## config.mk

```make
export PLATFORM = sky130hd
export DESIGN_NAME = axis_fifo_sync
export DESIGN_NICKNAME = d
export VERILOG_FILES = /design/src/rtl/axis_fifo_sync.sv
export SDC_FILE = /design/constraint.sdc
export NUM_CORES = 2
export LEC_CHECK = 0
export ABC_CLOCK_PERIOD_IN_PS = 2900
export CORE_MARGIN = 2
export CORE_UTILIZATION = 35
export CTS_CLUSTER_DIAMETER = 40
export DETAILED_ROUTE_END_ITERATION = 8
export GPL_TIMING_DRIVEN = 1
export PLACE_DENSITY = 0.52
export SYNTH_ARGS = -nofsm -noshare
export SYNTH_HDL_FRONTEND = slang
export SYNTH_SLANG_ARGS = --single-unit
```

## constraint.sdc

```tcl
create_clock -name aclk -period 2.9 [get_ports aclk]
set_clock_uncertainty 0.05 [all_clocks]
set_input_delay 0.435 -clock aclk [delete_from_list [all_inputs] [get_ports aclk]]
set_output_delay 0.435 -clock aclk [all_outputs]
set_load 0.005 [all_outputs]
```

## src/rtl/axis_fifo_sync.sv

```systemverilog
// Single-clock AXI-Stream FIFO: (FIFO_DEPTH-1)-entry RAM plus a first-word-fall-through output
// register. Define AXIS_FIFO_SYNC_PACKET_MODE_EN to hold beats back until their tlast is stored.
module axis_fifo_sync #(
  parameter int unsigned FIFO_DEPTH   = 256,
  parameter int unsigned BUS_WIDTH    = 1,
  parameter int unsigned USER_WIDTH   = 1,
  parameter int unsigned DEST_WIDTH   = 1,
  parameter int unsigned ALMOST_FULL  = 240,
  parameter int unsigned ALMOST_EMPTY = 16
) (
  input  logic                       aclk,
  input  logic                       arst,
  input  logic                       s_axis_tvalid,
  output logic                       s_axis_tready,
  input  logic [8*BUS_WIDTH-1:0]     s_axis_tdata,
  input  logic [BUS_WIDTH-1:0]       s_axis_tkeep,
  input  logic                       s_axis_tlast,
  input  logic [USER_WIDTH-1:0]      s_axis_tuser,
  input  logic [DEST_WIDTH-1:0]      s_axis_tdest,
  output logic                       m_axis_tvalid,
  input  logic                       m_axis_tready,
  output logic [8*BUS_WIDTH-1:0]     m_axis_tdata,
  output logic [BUS_WIDTH-1:0]       m_axis_tkeep,
  output logic                       m_axis_tlast,
  output logic [USER_WIDTH-1:0]      m_axis_tuser,
  output logic [DEST_WIDTH-1:0]      m_axis_tdest,
  output logic [$clog2(FIFO_DEPTH):0] data_count,
  output logic [$clog2(FIFO_DEPTH):0] packet_count,
  output logic                       almost_full,
  output logic                       almost_empty
);

  localparam int unsigned CW       = $clog2(FIFO_DEPTH) + 1;
  localparam int unsigned PW       = CW - 1;
  localparam int unsigned RamDepth = FIFO_DEPTH - 1;
  localparam int unsigned WordW    = 9 * BUS_WIDTH + 1 + USER_WIDTH + DEST_WIDTH;

  localparam logic [CW-1:0] FullCount = CW'(FIFO_DEPTH);
  localparam logic [CW-1:0] AfLevel   = CW'(ALMOST_FULL);
  localparam logic [CW-1:0] AeLevel   = CW'(ALMOST_EMPTY);
  localparam logic [PW-1:0] PtrLast   = PW'(RamDepth - 1);

  logic [WordW-1:0] ram_q [RamDepth];
  logic [WordW-1:0] in_word, out_q, out_d;
  logic [PW-1:0]    wr_ptr_q, wr_ptr_d, rd_ptr_q, rd_ptr_d;
  logic [CW-1:0]    count_q, count_d, pkt_q, pkt_d;
  logic             out_valid_q, out_valid_d, ready_q;
  logic             wr_en, rd_en, load, ram_empty, ram_we, release_ok;

  // RAM depth is not a power of two, so pointers wrap explicitly.
  function automatic logic [PW-1:0] ptr_inc(input logic [PW-1:0] p);
    return (p == PtrLast) ? '0 : p + 1'b1;
  endfunction

  assign in_word   = {s_axis_tdata, s_axis_tkeep, s_axis_tlast, s_axis_tuser, s_axis_tdest};
  assign wr_en     = s_axis_tvalid && ready_q;
  assign rd_en     = m_axis_tvalid && m_axis_tready;
  assign load      = !out_valid_q || rd_en;
  assign ram_empty = ((count_q - CW'(out_valid_q)) == '0);
  // An incoming beat bypasses the RAM when the output stage takes it directly.
  assign ram_we    = wr_en && !(load && ram_empty);

  always_comb begin
    out_valid_d = out_valid_q;
    out_d       = out_q;
    rd_ptr_d    = rd_ptr_q;
    if (load) begin
      if (!ram_empty) begin
        out_valid_d = 1'b1;
        out_d       = ram_q[rd_ptr_q];
        rd_ptr_d    = ptr_inc(rd_ptr_q);
      end else if (wr_en) begin
        out_valid_d = 1'b1;
        out_d       = in_word;
      end else begin
        out_valid_d = 1'b0;
      end
    end

    wr_ptr_d = ram_we ? ptr_inc(wr_ptr_q) : wr_ptr_q;

    count_d = count_q;
    unique case ({wr_en, rd_en})
      2'b10:   count_d = count_q + 1'b1;
      2'b01:   count_d = count_q - 1'b1;
      default: count_d = count_q;
    endcase

    pkt_d = pkt_q;
    unique case ({wr_en && s_axis_tlast, rd_en && m_axis_tlast})
      2'b10:   pkt_d = pkt_q + 1'b1;
      2'b01:   pkt_d = pkt_q - 1'b1;
      default: pkt_d = pkt_q;
    endcase
  end

  always_ff @(posedge aclk) begin
    if (ram_we) begin
      ram_q[wr_ptr_q] <= in_word;
    end
  end

  always_ff @(posedge aclk or posedge arst) begin
    if (arst) begin
      out_q       <= '0;
      out_valid_q <= 1'b0;
      wr_ptr_q    <= '0;
      rd_ptr_q    <= '0;
      count_q     <= '0;
      pkt_q       <= '0;
      ready_q     <= 1'b0;
    end else begin
      out_q       <= out_d;
      out_valid_q <= out_valid_d;
      wr_ptr_q    <= wr_ptr_d;
      rd_ptr_q    <= rd_ptr_d;
      count_q     <= count_d;
      pkt_q       <= pkt_d;
      ready_q     <= (count_d != FullCount);
    end
  end

`ifdef AXIS_FIFO_SYNC_PACKET_MODE_EN
  logic drain_q, drain_d, override;

  // A full FIFO with no complete packet would deadlock; release beats until the tlast drains.
  assign override   = (count_q == FullCount) && (pkt_q == '0);
  assign release_ok = (pkt_q != '0) || drain_q || override;

  always_comb begin
    drain_d = drain_q;
    if (rd_en && override && !m_axis_tlast) drain_d = 1'b1;
    if ((rd_en && m_axis_tlast) || (count_d == '0)) drain_d = 1'b0;
  end

  always_ff @(posedge aclk or posedge arst) begin
    if (arst) drain_q <= 1'b0;
    else      drain_q <= drain_d;
  end
`else
  assign release_ok = 1'b1;
`endif

  assign {m_axis_tdata, m_axis_tkeep, m_axis_tlast, m_axis_tuser, m_axis_tdest} = out_q;
  assign m_axis_tvalid = out_valid_q && release_ok;
  assign s_axis_tready = ready_q;
  assign data_count    = count_q;
  assign packet_count  = pkt_q;
  assign almost_full   = (count_q >= AfLevel);
  assign almost_empty  = (count_q <= AeLevel);

endmodule
```

Yosys cells after proc, flatten, opt, wreduce, memory -nomap -nowiden
Memory sizes are Yosys's and may differ from the RTL's. Index checks and enable logic that the tools add are counted. W data, S select, Z words.

Add/sub/neg operators: 7. Bitwise operators: 1. Eq/ne operators: 8. $lt $le $gt $ge: 2. Muxes and demuxes: 10. Reduce and logical (&&, ||, !) cells: 13.

Operators with widths (count): $pmux W9 S2 (2); $mux W12 (2); $add A9 B1 Y9 const B (2); $sub A9 B1 Y9 const B (2); $add A8 B1 Y8 const B (2); $eq A8 B8 Y1 const B (2); $mux W8 (2); $ge A9 B8 Y1 const B (1); $le A9 B5 Y1 const B (1); $logic_not A9 Y1 (1); $ne A9 B9 Y1 const B (1); $sub A9 B1 Y9 (1); $logic_and A1 B1 Y1 (6); $eq A2 B1 Y1 const B (2); $eq A2 B2 Y1 const B (2); $mux W1 (4); $reduce_and A2 Y1 (2); $logic_not A1 Y1 (2); $ne A2 B2 Y1 const B (1); $reduce_bool A2 Y1 (1); $logic_or A1 B1 Y1 (1); $not A1 Y1 (1).

Bits of input ports: 16. Memories: 1. Memory bits (writable): 3060. Flip-flop bits (word level): 48.

Memory list: ram_q (depth 255, width 12, read ports 1, clocked after Yosys merged registers in 0, write ports 1, RTL line 43) `logic [WordW-1:0] ram_q [RamDepth];`.

Logic depth before layout (Yosys ltp)
Depth after elaboration: 7. Gate-level depth with buffers: 14. Gate-level depth less buffers: 13.

Least setup slack after synthesis
No wires, ideal clock.

Path type: register to register. Start point: register count_q[0] (netlist: data_count[0]). End point: memory ram_q[208][0] in the netlist's numbering, enable pin. Library setup time: 380 ps. Clock period less this slack: 3187 ps. Stages on the path, launching flop included: 12. Arrival: 2757 ps. Path slack: -287 ps. Path through: dfrtp_1 -> inv_1 -> ha_1 -> nor4b_1 -> and3_1 -> clkbuf_2 -> a21oi_2 -> nand2_1 -> nor2_1 -> nand3_1 -> clkbuf_1 -> nor2_1.

Cells in the longest elaborated chain, start to end: 7.

Ends and longest elaborated chain: start, declared (RTL line 46) `logic [CW-1:0] count_q, count_d, pkt_q, pkt_d;`; start signal, assigned (RTL line 117) `count_q <= count_d;`; $sub A9 B1 Y9 (RTL line 59) `assign ram_empty = ((count_q - CW'(out_valid_q)) == '0);`; $logic_not A9 Y1 (RTL line 59); $logic_and A1 B1 Y1 (RTL line 61) `assign ram_we = wr_en && !(load && ram_empty);`; $logic_not A1 Y1 (RTL line 61); $logic_and A1 B1 Y1 (RTL line 61); $mux W1 (RTL line 98) `if (ram_we) begin`; $mux W1 (not written as such) (RTL line 99) `ram_q[wr_ptr_q] <= in_word;`; end, declared (RTL line 43).

No other way between the ends.

Worst setup path after layout
Start point: register rd_ptr_q[0]. End point: register out_q[2].

Cells in the longest elaborated chain, start to end: 2.

Ends and longest elaborated chain: start, declared (RTL line 45) `logic [PW-1:0] wr_ptr_q, wr_ptr_d, rd_ptr_q, rd_ptr_d;`; start signal, assigned (RTL line 116) `rd_ptr_q <= rd_ptr_d;`; $mem_v2 Z255 W12; $mux W12 (RTL line 68) `if (!ram_empty) begin`; end signal, assigned (RTL line 113) `out_q <= out_d;`; end, declared (RTL line 44) `logic [WordW-1:0] in_word, out_q, out_d;`.

No other way between the ends. A chain may end at the register's enable or synchronous reset.

==> out/results.txt <==
Count of routing violations after the opening detailed-route iteration - 8803
Maximum clock path buffer count - 4
Number of global-route vias before repair - 67750
HPWL Detailed - 260800 microns
Post-DR wirelength/cell - 32.59 microns
Power dissipated by switching net loads - 45.78 mW
Leading cell types by total area after synthesis - sky130_fd_sc_hd__edfxtp_1 (75%), sky130_fd_sc_hd__mux4_2 (12%), sky130_fd_sc_hd__mux2i_1 (2.1%)
Switch share - 31.23%
Cell Int Power - 100.8 mW
Post-synthesis sequential element count - 3108
Result of the run - finished with violations
Crit path setup slack, layout - -0.4287 ns
Worst slew margin relative to its limit - 16.92%
Instance count of the mapped netlist - 5861
Hold Violations, Final - 0
Ratio of cells with drive above 1 in the final layout - 41.36%
Count of input and output buffers - 49
CTS Buf Count - 436
Number of enable flip-flop cells after synthesis - 3060
Share of synthesized registers carrying an async set or reset - 1.544%
Register-to-register setup slack - -0.43 ns
Hold endpoint - ram_q[130][0]
Number of top-level pins - 50
Yosys warning total - 0
Final cell area excluding filler cells - 158900 sq um
Setup repair after global routing missed its margin - yes
Most frequent cell after synthesis - sky130_fd_sc_hd__edfxtp_1
Crit Path Class - register to register
CTS Root Cell - sky130_fd_sc_hd__clkbuf_16
Seq/Total Area, Yosys - 76.41%
Endpoint required time on the critical path - 3.68 ns
Setup crit end kind - register
Clock network fraction of total power - 37.0%
Layout area overhead - 30.39%
Cell taking the most area after synthesis - sky130_fd_sc_hd__edfxtp_1
Overflow left after global routing - 0
Initial cell density of the core - 35.19%
Start point of the worst min-delay path - s_axis_tdest
Cell area after synthesis - 121800 sq um
Vias per cell - 5.538
Worst hold path cell count - 1
Cell depth of the worst flop-to-flop path - 12
Final cell count without fillers - 12290
Failing checks - setup timing
Unique cell type count in the Yosys netlist - 87
Relative contribution of combinational cells to total power - 28.4%
Nets in the synthesized netlist - 5896
Remaining DRCs - 0
Worst hold slack - 0.06417 ns
Die area - 352800 sq um
Fin nets - 7363
Clock slew seen by the registers of the worst setup and hold paths - 0.06 ns
GRT Util Overall - 22.15%
Cells after DPL - 11320
F_max - 300.4 MHz
Count of max-cap constraint violations - 0
CTS tree - built
Fillers - 28880
Insertion delay to the later sink of the worst-skew pair - 0.99 ns
Static Leak - 52.45 nW
P per Cell Area - 922.8 nW/um^2
Worst Tran Pin Value - 1.244 ns
Arrival time worst endpoint - 4.11 ns
Pin count of the biggest net entering global routing - 152
Share of the clock period used by the worst path after layout - 114.8%
Most instantiated flip-flop cell in the synthesis netlist - sky130_fd_sc_hd__edfxtp_1
Final wirelength - 400400 microns
Final Setup Violations - 12
Area share of the leading cell type in the synthesized netlist - 75.43%
Number of nets with antenna violations after routing - 0
Final weighted congestion in routability-driven placement - 0.8881
Horizontal die dimension - 594.0 microns
Cell area reported after detailed placement - 139700 sq um
List of most frequent post-synthesis cells - sky130_fd_sc_hd__edfxtp_1 (3060), sky130_fd_sc_hd__mux4_2 (661), sky130_fd_sc_hd__nor2_1 (352)
Flop pwr share - 34.6%
IR Drop Worst-Case VDD - 0.6143 mV
Final slew viol count - 0
Reg-to-Reg Start - rd_ptr_q[0]
Cell Rows - 216
Global-route wire length before repair - 549000 microns
Routed via count - 68050
Worst Path Max Fanout - 7
CP startpoint kind - register
Y dimension of the die - 594.0 microns
Critical register-to-register path endpoint - out_q[2]
Number of antenna violations at the first check in global routing - 15
Worst min path class - primary input to register
Total core area - 346200 sq um
Post-route minimum period - 3.329 ns
Mean area per synthesized cell - 20.79 sq um
Clock tree sinks - 3108
Maximum level of the CTS H-tree - 5
First-pass iteration count of the detailed router - 8
[layout by cell type (no fill, tap or decap), types with 15 or more instances in the layout]
master	netlist	layout
sky130_fd_sc_hd__mux2i_1	256	242
sky130_fd_sc_hd__nand2_1	250	215
sky130_fd_sc_hd__o22ai_2	0	16
sky130_fd_sc_hd__a21oi_1	103	78
sky130_fd_sc_hd__clkdlybuf4s50_1	0	36
sky130_fd_sc_hd__mux2_2	25	23
sky130_fd_sc_hd__clkinvlp_4	0	48
sky130_fd_sc_hd__nor2_2	0	125
sky130_fd_sc_hd__a221oi_1	39	23
sky130_fd_sc_hd__buf_4	29	826
sky130_fd_sc_hd__and3_1	21	15
sky130_fd_sc_hd__clkbuf_16	0	449
sky130_fd_sc_hd__a221oi_2	3	17
sky130_fd_sc_hd__inv_6	0	40
sky130_fd_sc_hd__nand3_1	60	51
sky130_fd_sc_hd__mux4_2	661	669
sky130_fd_sc_hd__mux4_1	31	23
sky130_fd_sc_hd__bufinv_16	0	57
sky130_fd_sc_hd__buf_16	0	24
sky130_fd_sc_hd__nor2_4	0	68
sky130_fd_sc_hd__a21oi_2	1	19
sky130_fd_sc_hd__a31oi_1	33	27
sky130_fd_sc_hd__ha_1	18	15
sky130_fd_sc_hd__buf_6	31	63
sky130_fd_sc_hd__nand2_2	0	30
sky130_fd_sc_hd__clkinv_2	0	63
sky130_fd_sc_hd__buf_12	15	369
sky130_fd_sc_hd__clkinv_4	0	37
sky130_fd_sc_hd__clkinv_1	5	60
sky130_fd_sc_hd__dfrtp_1	48	41
sky130_fd_sc_hd__o21ai_1	10	21
sky130_fd_sc_hd__clkbuf_1	105	38
sky130_fd_sc_hd__nor2_1	352	159
sky130_fd_sc_hd__o221ai_1	30	22
sky130_fd_sc_hd__a22oi_1	66	54
sky130_fd_sc_hd__o21ai_0	96	77
sky130_fd_sc_hd__nor3_1	43	29
sky130_fd_sc_hd__edfxtp_1	3060	3060
sky130_fd_sc_hd__o22ai_1	62	43
sky130_fd_sc_hd__buf_8	26	17
[worst max path at each step]
stage / slack [ns] / endpoint / start
6_report: -0.43 / out_q[2] / rd_ptr_q[0]
5_1_grt: -0.44 / out_q[2] / rd_ptr_q[0]
4_1_cts: -0.38 / out_q[2] / rd_ptr_q[0]
3_5_place_dp: -0.99 / out_q[4] / rd_ptr_q[0]
3_3_place_gp: -0.98 / out_q[4] / rd_ptr_q[0]
2_1_floorplan: -0.16 / ram_q[229][0] / data_count[0]
[sequential cells by signal (all words and copies together), names as in the netlist]
register	count
packet_count	9
s_axis_tready	1
out_q	12
rd_ptr_q	8
wr_ptr_q	8
ram_q	3060
data_count	9
m_axis_tvalid	1
[stage by stage]
step / power (mW) / util, % / setup TNS, ns / worst slack (ns)
detailed placement: 89.40 / 40.35 / -737.01 / -0.9850
CTS: 145.7 / 45.36 / -25.92 / -0.3753
global placement: 89.32 / 40.35 / -746.95 / -0.9753
global route: 150.2 / 45.88 / -4.412 / -0.4407
finish: 146.6 / 45.88 / -3.779 / -0.4287
floorplan: 68.09 / - / -52.84 / -0.1587
[logic make-up (layout without fill, tap and decap cells)]
group / Yosys count / in the layout / synth area share [%]
xor+xnor: 21 / 21 / 0.1510
other cells: 0 / 7 / 0
compound gates: 569 / 569 / 3.184
mux: 974 / 974 / 15.24
fa+ha+maj: 19 / 19 / 0.2013
simple gates: 811 / 811 / 2.858
flops: 3108 / 3108 / 76.41
buf+inv: 359 / 2199 / 1.957
[worst max-delay path, cell delays in order (launching register included)]
cell                      delay [ns]
sky130_fd_sc_hd__dfrtp_4        0.52
sky130_fd_sc_hd__buf_6          0.13
sky130_fd_sc_hd__buf_12         0.15
sky130_fd_sc_hd__buf_8          0.15
sky130_fd_sc_hd__buf_16         0.13
sky130_fd_sc_hd__buf_6          0.11
sky130_fd_sc_hd__mux4_2         0.44
sky130_fd_sc_hd__a22o_1         0.25
sky130_fd_sc_hd__a31oi_1        0.19
sky130_fd_sc_hd__buf_4          0.16
sky130_fd_sc_hd__o31ai_2        0.06
sky130_fd_sc_hd__or4_4          0.53
sky130_fd_sc_hd__a32o_1         0.27
[cell type report]
class	instances	area, sq um	share of cell area (%)
sequential	3108	93110	58.62
timing repair buffer	1367	16130	10.16
inverter	21	92.59	0.05829
multi-input combinational	2394	28780	18.12
tap	4578	5728	3.606
clock buffer	477	11120	6.998
antenna	7	17.52	0.01103
clock inverter	334	3874	2.439
[what timing repair did]
action / in CTS / in global routing
hold endpoints to repair: 229 / 0
endpoints found under the setup margin: 1056 / 2340
hold buffers: 10 / 0
resized for setup: 247 / 298
cloned: 12 / 14
buffers inserted: 78 / 44
pin swaps: 52 / 78
[power by group through the flow]
stage | combinational (mW) | clock [mW] | sequential [mW]
floorplan | 16.9 | 0 | 51.2
finish | 41.7 | 54.2 | 50.7
global placement | 37.7 | 0 | 51.6
detailed placement | 37.8 | 0 | 51.6
CTS | 40.1 | 54.9 | 50.7
global route | 42.8 | 56.8 | 50.7
[routing by layer]
layer  vias up  wire length (microns)  GRT usage (%)
met4         2                  14790          7.615
li1      27630                      -              -
met5         -                     13              0
met1     36710                 168000          31.10
met3       636                  31490          3.957
met2      3073                 186100          34.77
(Power assumes the default switching activity.)
